File: config.mk
export PLATFORM = sky130hd
export DESIGN_NAME = alu_serial_seq
export DESIGN_NICKNAME = d
export VERILOG_FILES = /design/src/rtl/alu_pkg.sv /design/src/rtl/ALU1Bit.sv /design/src/rtl/alu_serial_seq.sv
export SDC_FILE = /design/constraint.sdc
export NUM_CORES = 1
export LEC_CHECK = 0
export CAP_MARGIN = 20
export CORE_MARGIN = 2
export CORE_UTILIZATION = 46
export CTS_CLUSTER_SIZE = 30
export DETAILED_ROUTE_END_ITERATION = 12
export PLACE_DENSITY = 0.76
export SLEW_MARGIN = 15
export SYNTH_ARGS = -nofsm -noshare
export SYNTH_HDL_FRONTEND = slang
export SYNTH_SLANG_ARGS = --single-unit
File: constraint.sdc
create_clock -name clk -period 3.4 [get_ports clk]
set_input_delay 0.51 -clock clk [delete_from_list [all_inputs] [get_ports clk]]
set_output_delay 0.51 -clock clk [all_outputs]
set_load 0.005 [all_outputs]
File: src/rtl/alu_pkg.sv
// Shared definitions for the bit-serial ALU sequencer: slice op codes and FSM state encoding.
package alu_pkg;

  localparam logic [2:0] OP_AND = 3'b000;
  localparam logic [2:0] OP_OR  = 3'b001;
  localparam logic [2:0] OP_ADD = 3'b010;
  localparam logic [2:0] OP_SUB = 3'b110;
  localparam logic [2:0] OP_SLT = 3'b111;

  typedef enum logic [1:0] {
    S_IDLE = 2'b00,
    S_RUN  = 2'b01,
    S_FIX  = 2'b10,
    S_DONE = 2'b11
  } state_t;

endpackage

File: src/rtl/ALU1Bit.sv
// One-bit ALU slice: op[2] inverts b, op[1:0] selects AND / OR / SUM / less.
module ALU1Bit (
  input  logic       a,
  input  logic       b,
  input  logic       cin,
  input  logic       less,
  input  logic [2:0] op,
  output logic       result,
  output logic       cout,
  output logic       set,
  output logic       g,
  output logic       p
);

  logic b_eff;
  logic sum;

  always_comb begin
    b_eff = b ^ op[2];
    sum   = a ^ b_eff ^ cin;
    cout  = (a & b_eff) | (a & cin) | (b_eff & cin);
    g     = a & b_eff;
    p     = a | b_eff;
    set   = sum;
    case (op[1:0])
      2'b00:   result = a & b_eff;
      2'b01:   result = a | b_eff;
      2'b10:   result = sum;
      default: result = less;
    endcase
  end

endmodule

File: src/rtl/alu_serial_seq.sv
// Bit-serial WIDTH-bit ALU driving one ALU1Bit slice LSB first, with SLT fix-up.
// Optional completed-operation counter enabled by ALU_SEQ_OP_COUNT_EN.
module alu_serial_seq
  import alu_pkg::*;
#(
  parameter int WIDTH = 32,
  parameter int CNT_W = 16
) (
  input  logic             clk,
  input  logic             rst_n,
  input  logic             start,
  input  logic [2:0]       op,
  input  logic [WIDTH-1:0] a,
  input  logic [WIDTH-1:0] b,
  output logic             busy,
  output logic             done,
  output logic [WIDTH-1:0] result,
  output logic             zero,
  output logic             overflow,
  output logic [CNT_W-1:0] op_count
);

  localparam int IDX_W = $clog2(WIDTH);
  localparam logic [IDX_W-1:0] IDX_LAST = IDX_W'(WIDTH - 1);

  state_t           state_q, state_d;
  logic [IDX_W-1:0] idx_q, idx_d;
  logic             carry_q, carry_d;
  logic [WIDTH-1:0] a_q, a_d;
  logic [WIDTH-1:0] b_q, b_d;
  logic [2:0]       op_q, op_d;
  logic [WIDTH-1:0] result_q, result_d;
  logic             set_msb_q, set_msb_d;
  logic             ovf_q, ovf_d;
  logic             zero_q, zero_d;
  logic             overflow_q, overflow_d;

  logic slice_res;
  logic slice_cout;
  logic slice_set;

  // less is tied low, so every RUN bit of an SLT is 0 until FIX patches bit 0.
  ALU1Bit u_slice (
    .a      (a_q[idx_q]),
    .b      (b_q[idx_q]),
    .cin    (carry_q),
    .less   (1'b0),
    .op     (op_q),
    .result (slice_res),
    .cout   (slice_cout),
    .set    (slice_set),
    .g      (),
    .p      ()
  );

  always_comb begin
    state_d    = state_q;
    idx_d      = idx_q;
    carry_d    = carry_q;
    a_d        = a_q;
    b_d        = b_q;
    op_d       = op_q;
    result_d   = result_q;
    set_msb_d  = set_msb_q;
    ovf_d      = ovf_q;
    zero_d     = zero_q;
    overflow_d = overflow_q;

    case (state_q)
      S_IDLE: begin
        if (start) begin
          a_d     = a;
          b_d     = b;
          op_d    = op;
          idx_d   = '0;
          carry_d = op[2];
          state_d = S_RUN;
        end
      end
      S_RUN: begin
        result_d[idx_q] = slice_res;
        carry_d         = slice_cout;
        idx_d           = idx_q + 1'b1;
        if (idx_q == IDX_LAST) begin
          set_msb_d = slice_set;
          ovf_d     = carry_q ^ slice_cout;
          idx_d     = '0;
          state_d   = (op_q[1:0] == OP_SLT[1:0]) ? S_FIX : S_DONE;
        end
      end
      S_FIX: begin
        result_d[0] = set_msb_q ^ ovf_q;
        state_d     = S_DONE;
      end
      default: state_d = S_IDLE;
    endcase

    // Flags are registered on entry to DONE so they are valid with the pulse.
    if (state_d == S_DONE && state_q != S_DONE) begin
      zero_d     = (result_d == '0);
      overflow_d = op_q[1] ? ovf_d : 1'b0;
    end
  end

  always_ff @(posedge clk or negedge rst_n) begin
    if (!rst_n) begin
      state_q    <= S_IDLE;
      idx_q      <= '0;
      carry_q    <= 1'b0;
      a_q        <= '0;
      b_q        <= '0;
      op_q       <= '0;
      result_q   <= '0;
      set_msb_q  <= 1'b0;
      ovf_q      <= 1'b0;
      zero_q     <= 1'b0;
      overflow_q <= 1'b0;
    end else begin
      state_q    <= state_d;
      idx_q      <= idx_d;
      carry_q    <= carry_d;
      a_q        <= a_d;
      b_q        <= b_d;
      op_q       <= op_d;
      result_q   <= result_d;
      set_msb_q  <= set_msb_d;
      ovf_q      <= ovf_d;
      zero_q     <= zero_d;
      overflow_q <= overflow_d;
    end
  end

  assign busy     = (state_q != S_IDLE);
  assign done     = (state_q == S_DONE);
  assign result   = result_q;
  assign zero     = zero_q;
  assign overflow = overflow_q;

`ifdef ALU_SEQ_OP_COUNT_EN
  logic [CNT_W-1:0] cnt_q, cnt_d;

  always_comb begin
    cnt_d = cnt_q;
    if (state_q == S_DONE) cnt_d = cnt_q + 1'b1;
  end

  always_ff @(posedge clk or negedge rst_n) begin
    if (!rst_n) cnt_q <= '0;
    else        cnt_q <= cnt_d;
  end

  assign op_count = cnt_q;
`else
  assign op_count = '0;
`endif

endmodule
# After elaboration in Yosys (flattened, before gate mapping)
# Index checks and enable logic that the tools add are counted.
# op_classes
n_addsub,1
magnitude_cmp,2
n_eq_ne,10
n_mux,22
n_bitwise,11
n_reduce_logical,10
# ops
op,count
bitwise mux 32 bit,1
logical NOT 32 bit,1
two-way mux 31 bit,1
binary-select mux 1 bit (select 5 bit),2
"== test 2 bit, second input constant",5
two-way mux 5 bit,2
one-hot mux 5 bit (2 select lines),1
two-way mux 1 bit,8
"< comparator 5 x 6 -> 1 bit, second input constant",1
one-hot mux 2 bit (3 select lines),1
AND reduction 2 bit,3
"adder 5 x 1 -> 5 bit, second input constant",1
demux 1 bit (select 5 bit),1
"== test 5 bit, second input constant",1
"greater-or-equal comparator 5 x 1 -> 1 bit, second input constant",1
bitwise XOR 1 bit,5
"== test 2 x 1 -> 1 bit, second input constant",2
logical NOT 2 bit,2
two-way mux 2 bit,2
"!= test 2 bit, second input constant",2
one-hot mux 1 bit (2 select lines),2
nonzero test 2 bit,2
bitwise AND 1 bit,3
bitwise OR 1 bit,3
2 further kinds,3
# word_totals
register_bits,111
input_bits,70
out_inout_bits,52

# Depth between registers and ports, before layout
# logic_depth
depth_word,10
mapped_depth,15

# Modules after synthesis
# Synthesis repeated with hierarchy kept, for this count alone.
# hier_totals
cells_unflattened,493
hier_area_um2,5726.7
# by_module_without_submodules
module,n_inst,cells_per_inst,area_per_inst_um2,seq_area_each_um2
alu_serial_seq,1,483,5630.4,2777.7
ALU1Bit,1,10,96.3,0.0

# Least setup slack after synthesis
# Ideal clock, no wire load.
# synth_path
path_type,reg2reg
start,reg idx_q[0]
end,reg zero_q (netlist: zero)
setup_time_ns,0.067
t_arrival_ns,3.557
setup_slack_ns,-0.224
stages_incl_launch_ff,15
synth_period_minus_slack_ns,3.624
path_cell_list,dfrtp_1 -> buf_4 -> buf_2 -> mux4_2 -> a22oi_1 -> and4_1 -> inv_1 -> fa_1 -> mux2i_1 -> o22a_1 -> buf_2 -> o31ai_1 -> or3_1 -> nor4_1 -> a32o_1
# synth_via
elab_chain_cells,9
elab_cells_between_ends,24
# synth_rtl
item,line_no,rtl
start: declaration,alu_serial_seq.sv:27,"logic [IDX_W-1:0] idx_q, idx_d;"
start signal: assignment,alu_serial_seq.sv:120,idx_q <= idx_d;
binary-select mux 1 bit (select 5 bit),alu_serial_seq.sv:45,".b (b_q[idx_q]),"
two-way mux 1 bit (implied by the code),alu_serial_seq.sv:45,
bitwise XOR 1 bit,ALU1Bit.sv:19,b_eff = b ^ op[2];
bitwise XOR 1 bit (*) (2 in series),ALU1Bit.sv:20,sum = a ^ b_eff ^ cin;
via slice_set,alu_serial_seq.sv:40,logic slice_set;
one-hot mux 1 bit (3 select lines) (*),ALU1Bit.sv:25,case (op[1:0])
bitwise mux 32 bit (*),alu_serial_seq.sv:81,result_d[idx_q] = slice_res;
two-way mux 31 bit (*),alu_serial_seq.sv:69,case (state_q)
via result_d[12],alu_serial_seq.sv:32,"logic [WIDTH-1:0] result_q, result_d;"
logical NOT 32 bit (*),alu_serial_seq.sv:100,zero_d = (result_d == '0);
end signal: assignment,alu_serial_seq.sv:128,zero_q <= zero_d;
end: declaration,alu_serial_seq.sv:35,"logic zero_q, zero_d;"
# The timed path passes the listed nets; every way through them passes the cells marked *. The select of a mux whose other input is x is not followed.
# A chain may end at the register's enable or synchronous reset.

# Worst setup path in the final report
# Ends and elaborated chain as after synthesis.

==> summary.txt <==
Routing
  – Drt initial violations: 297
  – Vias per inst: 5.76
  – DR pass1 iterations: 5
  – Drt total wl: 14300 um
  – DRC errors left: 0
  – Via count: 4515
  – Post-route ant nets: 0
  – Routed wire length per instance: 18.3 um

STA
  – Worst slew pin tran: 0.699 ns
  – Final setup margin: -0.298 ns
  – Unrepaired setup endpoints after global routing: yes
  – Fin crit share: 1.09
  – Hold_ws: 0.198 ns
  – Max Clk Rate: 270 MHz
  – Total negative setup slack: -0.298 ns
  – Hold Vio Cnt, Final: 0
  – Number of setup violations in the final report: 1
  – Max-Slew Margin vs Limit: 0.532
  – Worst Skew: 0.00953 ns
  – Pins Over Slew Limit: 0
  – Min cycle time layout: 3.70 ns

Placement
  – Dpl hpwl: 10500 um
  – # port buffers: 105
  – Routability cong.: 0.904
  – Placed Cells incl. Taps: 766
  – Cell Area, Placed: 7090 sq um

Setup path
  – Startpoint Class: register
  – Worst Path Arrival: 3.99 ns
  – Critical path required time: 3.69 ns
  – Critical path class: reg -> reg
  – Element type at the critical path end: register
  – CP Max Fanout: 5

Clock tree
  – CTS buffer count: 9
  – CTS Sinks: 111
  – Clock latency on the worst-skew pair: 0.35 ns
  – CTS max path bufs: 2
  – Root Buffer: clkbuf_16
  – Reg clk slew, reported paths: 0.07 ns
  – Htree depth: 3
  – CTS tree: done

Synthesis
  – Total number of yosys warnings: 0
  – EDFF count, synth: 0
  – Library cells used by synthesis: 56
  – Syn Inst Count: 484
  – Main synth FF type: dfrtp_1
  – Syn Area/Cell: 11.8 sq um
  – Sequential cell area fraction in the yosys report: 0.488
  – Yosys reg bits: 111
  – Async SR Flop Fraction: 1.00
  – Synth Cell Area: 5700 sq um

Run status
  – Violated checks: negative setup slack
  – Status: complete, but fails checks

Global routing
  – GRT Residual Overflow: 0
  – Gr usage total: 0.225
  – Number of global-route vias before repair: 4597
  – Number of antenna violations at the first check in global routing: 0
  – Largest net degree at the start of global routing: 62
  – First-pass GRT wire length: 23300 um

Die
  – # IOs: 122
  – Die Y: 115 um
  – Core Region: 12100 sq um
  – Count of standard-cell rows: 40
  – Die extent in x: 115 um
  – Die ar.: 13300 sq um
  – Initial core utilization: 0.472

Power
  – Total Power: 7.17 mW
  – Pleak: 3.14 nW
  – Pwr dens: 949 nW/um^2
  – Peak supply drop: 430 uV

Final layout
  – Filler Cell Count: 958
  – Final #Nets: 693
  – Layout cells sized above 1: 0.271
  – Finished Layout Cells: 784
  – Final instance area: 7550 sq um
  – Antenna cells: 0
  – FF+latch area: 2780 sq um
  – Area of the multi-input gates: 2720 sq um
  – P&R area growth vs syn: 32.6%

Hold path
  – Min-Delay Path Class: in -> async

Run
  – Max-cap violations: 0
-- synthesized netlist by cell type (4+ instances only) --
library cell  count  area, sq um
a31oi_1          23          144
nor4_1            4         25.0
mux2_2           69          777
nand3_1           4         20.0
a21oi_1          31          155
nand2_1          20         75.1
dfrtp_1         111         2780
nand2b_1          5         31.3
buf_1            10         37.5
a32o_1            4         40.0
a22oi_1           4         30.0
ha_1             11          138
inv_1            14         52.6
o31ai_1          10         75.1
nor2_1           13         48.8
o22ai_1           5         31.3
mux4_2           16          360
nor2b_1           5         31.3
o21ai_0          27          135
a21o_1            4         30.0
clkbuf_1          7         26.3
buf_4            19          143
buf_2            11         55.1
o21ai_1           5         25.0
-- kinds of logic after synthesis --
group / after synthesis / synth area share
AO/OA/AOI/OAI: 135 / 0.150
XOR/XNOR: 3 / 0.00461
adder cells (fa/ha/maj): 12 / 0.0277
buffers and inverters: 64 / 0.0584
flip-flops: 111 / 0.488
multiplexers: 88 / 0.205
other: 1 / 0.000658
AND/OR/NAND/NOR: 70 / 0.0659
-- cell type report --
| cell class | instances | area share |
|---|---|---|
| sequential | 111 | 0.368 |
| multi-input combinational | 324 | 0.360 |
| timing repair buffer | 149 | 0.190 |
| clock buffer | 10 | 0.0316 |
| tap | 168 | 0.0278 |
| clock inverter | 6 | 0.0152 |
| inverter | 16 | 0.00795 |
-- report_power, final --
| group | switching [mW] | internal [mW] |
|---|---|---|
| Clock | 0.493 | 0.747 |
| Combinational | 1.70 | 1.90 |
| Sequential | 0.445 | 1.89 |
| Total | 2.63 | 4.53 |
-- metrics by stage --
step                      setup WS (ns)   util
after floorplan                  -0.183      -
final                            -0.298  0.626
after global routing             -0.469  0.626
after CTS                        -0.303  0.624
after global placement           -0.350  0.588
after detailed placement         -0.408  0.588
-- repair_timing --
item / 4_1_cts / 5_1_grt
gates resized for setup: 13 / 8
setup endpoints to repair: 1 / 9
hold buffers: 0 / 0
endpoints found under the hold margin: 0 / 0
buffers inserted: 3 / 0
pin swaps: 7 / 2
-- routing by layer --
| metal | vias up | global-route usage | part of all wire | wire, um |
|---|---|---|---|---|
| met5 | - | 0 | 0 | 0 |
| met2 | 218 | 0.377 | 0.50 | 7090 |
| met3 | 34 | 0.0374 | 0.058 | 836 |
| met1 | 2232 | 0.294 | 0.42 | 6070 |
| li1 | 2031 | - | - | - |
| met4 | 0 | 0.0884 | 0.023 | 331 |
-- worst max-delay path, cell delays in order (launching register included) --
cell and delay (ns):
dfrtp_2 0.42, buf_6 0.12, mux4_2 0.50, a22o_1 0.20, a211oi_2 0.18, o311ai_2 0.14, xor2_1 0.26, fa_1 0.48
mux2i_1 0.21, o22a_2 0.24, a31oi_1 0.13, or3_1 0.38, nor4_2 0.21, a32o_1 0.18
-- final timing paths --
| kind | startpoint | end | slack (ns) | cells after the start |
|---|---|---|---|---|
| max | idx_q[0] | zero | -0.30 | 13 |
| min | rst_n | result[22] | 0.20 | 1 |
| max reg2reg | idx_q[0] | zero | -0.30 | 13 |
| min reg2reg | overflow | overflow | 0.49 | 2 |
| max in group asynchronous | rst_n | idx_q[0] | 2.44 | 2 |
| min in group clk | overflow | overflow | 0.49 | 2 |
-- registers in the layout, indices dropped and copies added, names as in the netlist --
signal / flops
set_msb_q: 1
state_q: 2
overflow: 1
ovf_q: 1
b_q: 32
result: 32
carry_q: 1
a_q: 32
idx_q: 5
zero: 1
op_q: 3
-- cell usage in the layout, fill, tap and decap left out, types with 3 or more instances in the layout --
master / n
a21o_1: 4
a21oi_1: 31
a22oi_1: 3
a31oi_1: 23
a32o_1: 4
a32oi_1: 3
and2_1: 3
buf_12: 3
buf_4: 38
buf_6: 4
bufinv_16: 3
clkbuf_16: 9
clkdlybuf4s50_1: 104
conb_1: 16
dfrtp_1: 110
ha_1: 11
inv_1: 13
inv_2: 3
mux2_2: 69
mux2i_1: 3
mux4_2: 16
nand2_1: 19
nand2b_1: 5
nand3_1: 4
nor2_1: 13
nor2b_1: 5
nor3_1: 3
nor4_1: 3
o2111ai_1: 3
o21ai_0: 27
o21ai_1: 5
o22ai_1: 5
o31ai_1: 4
o31ai_2: 5
(Power assumes the default switching activity.)
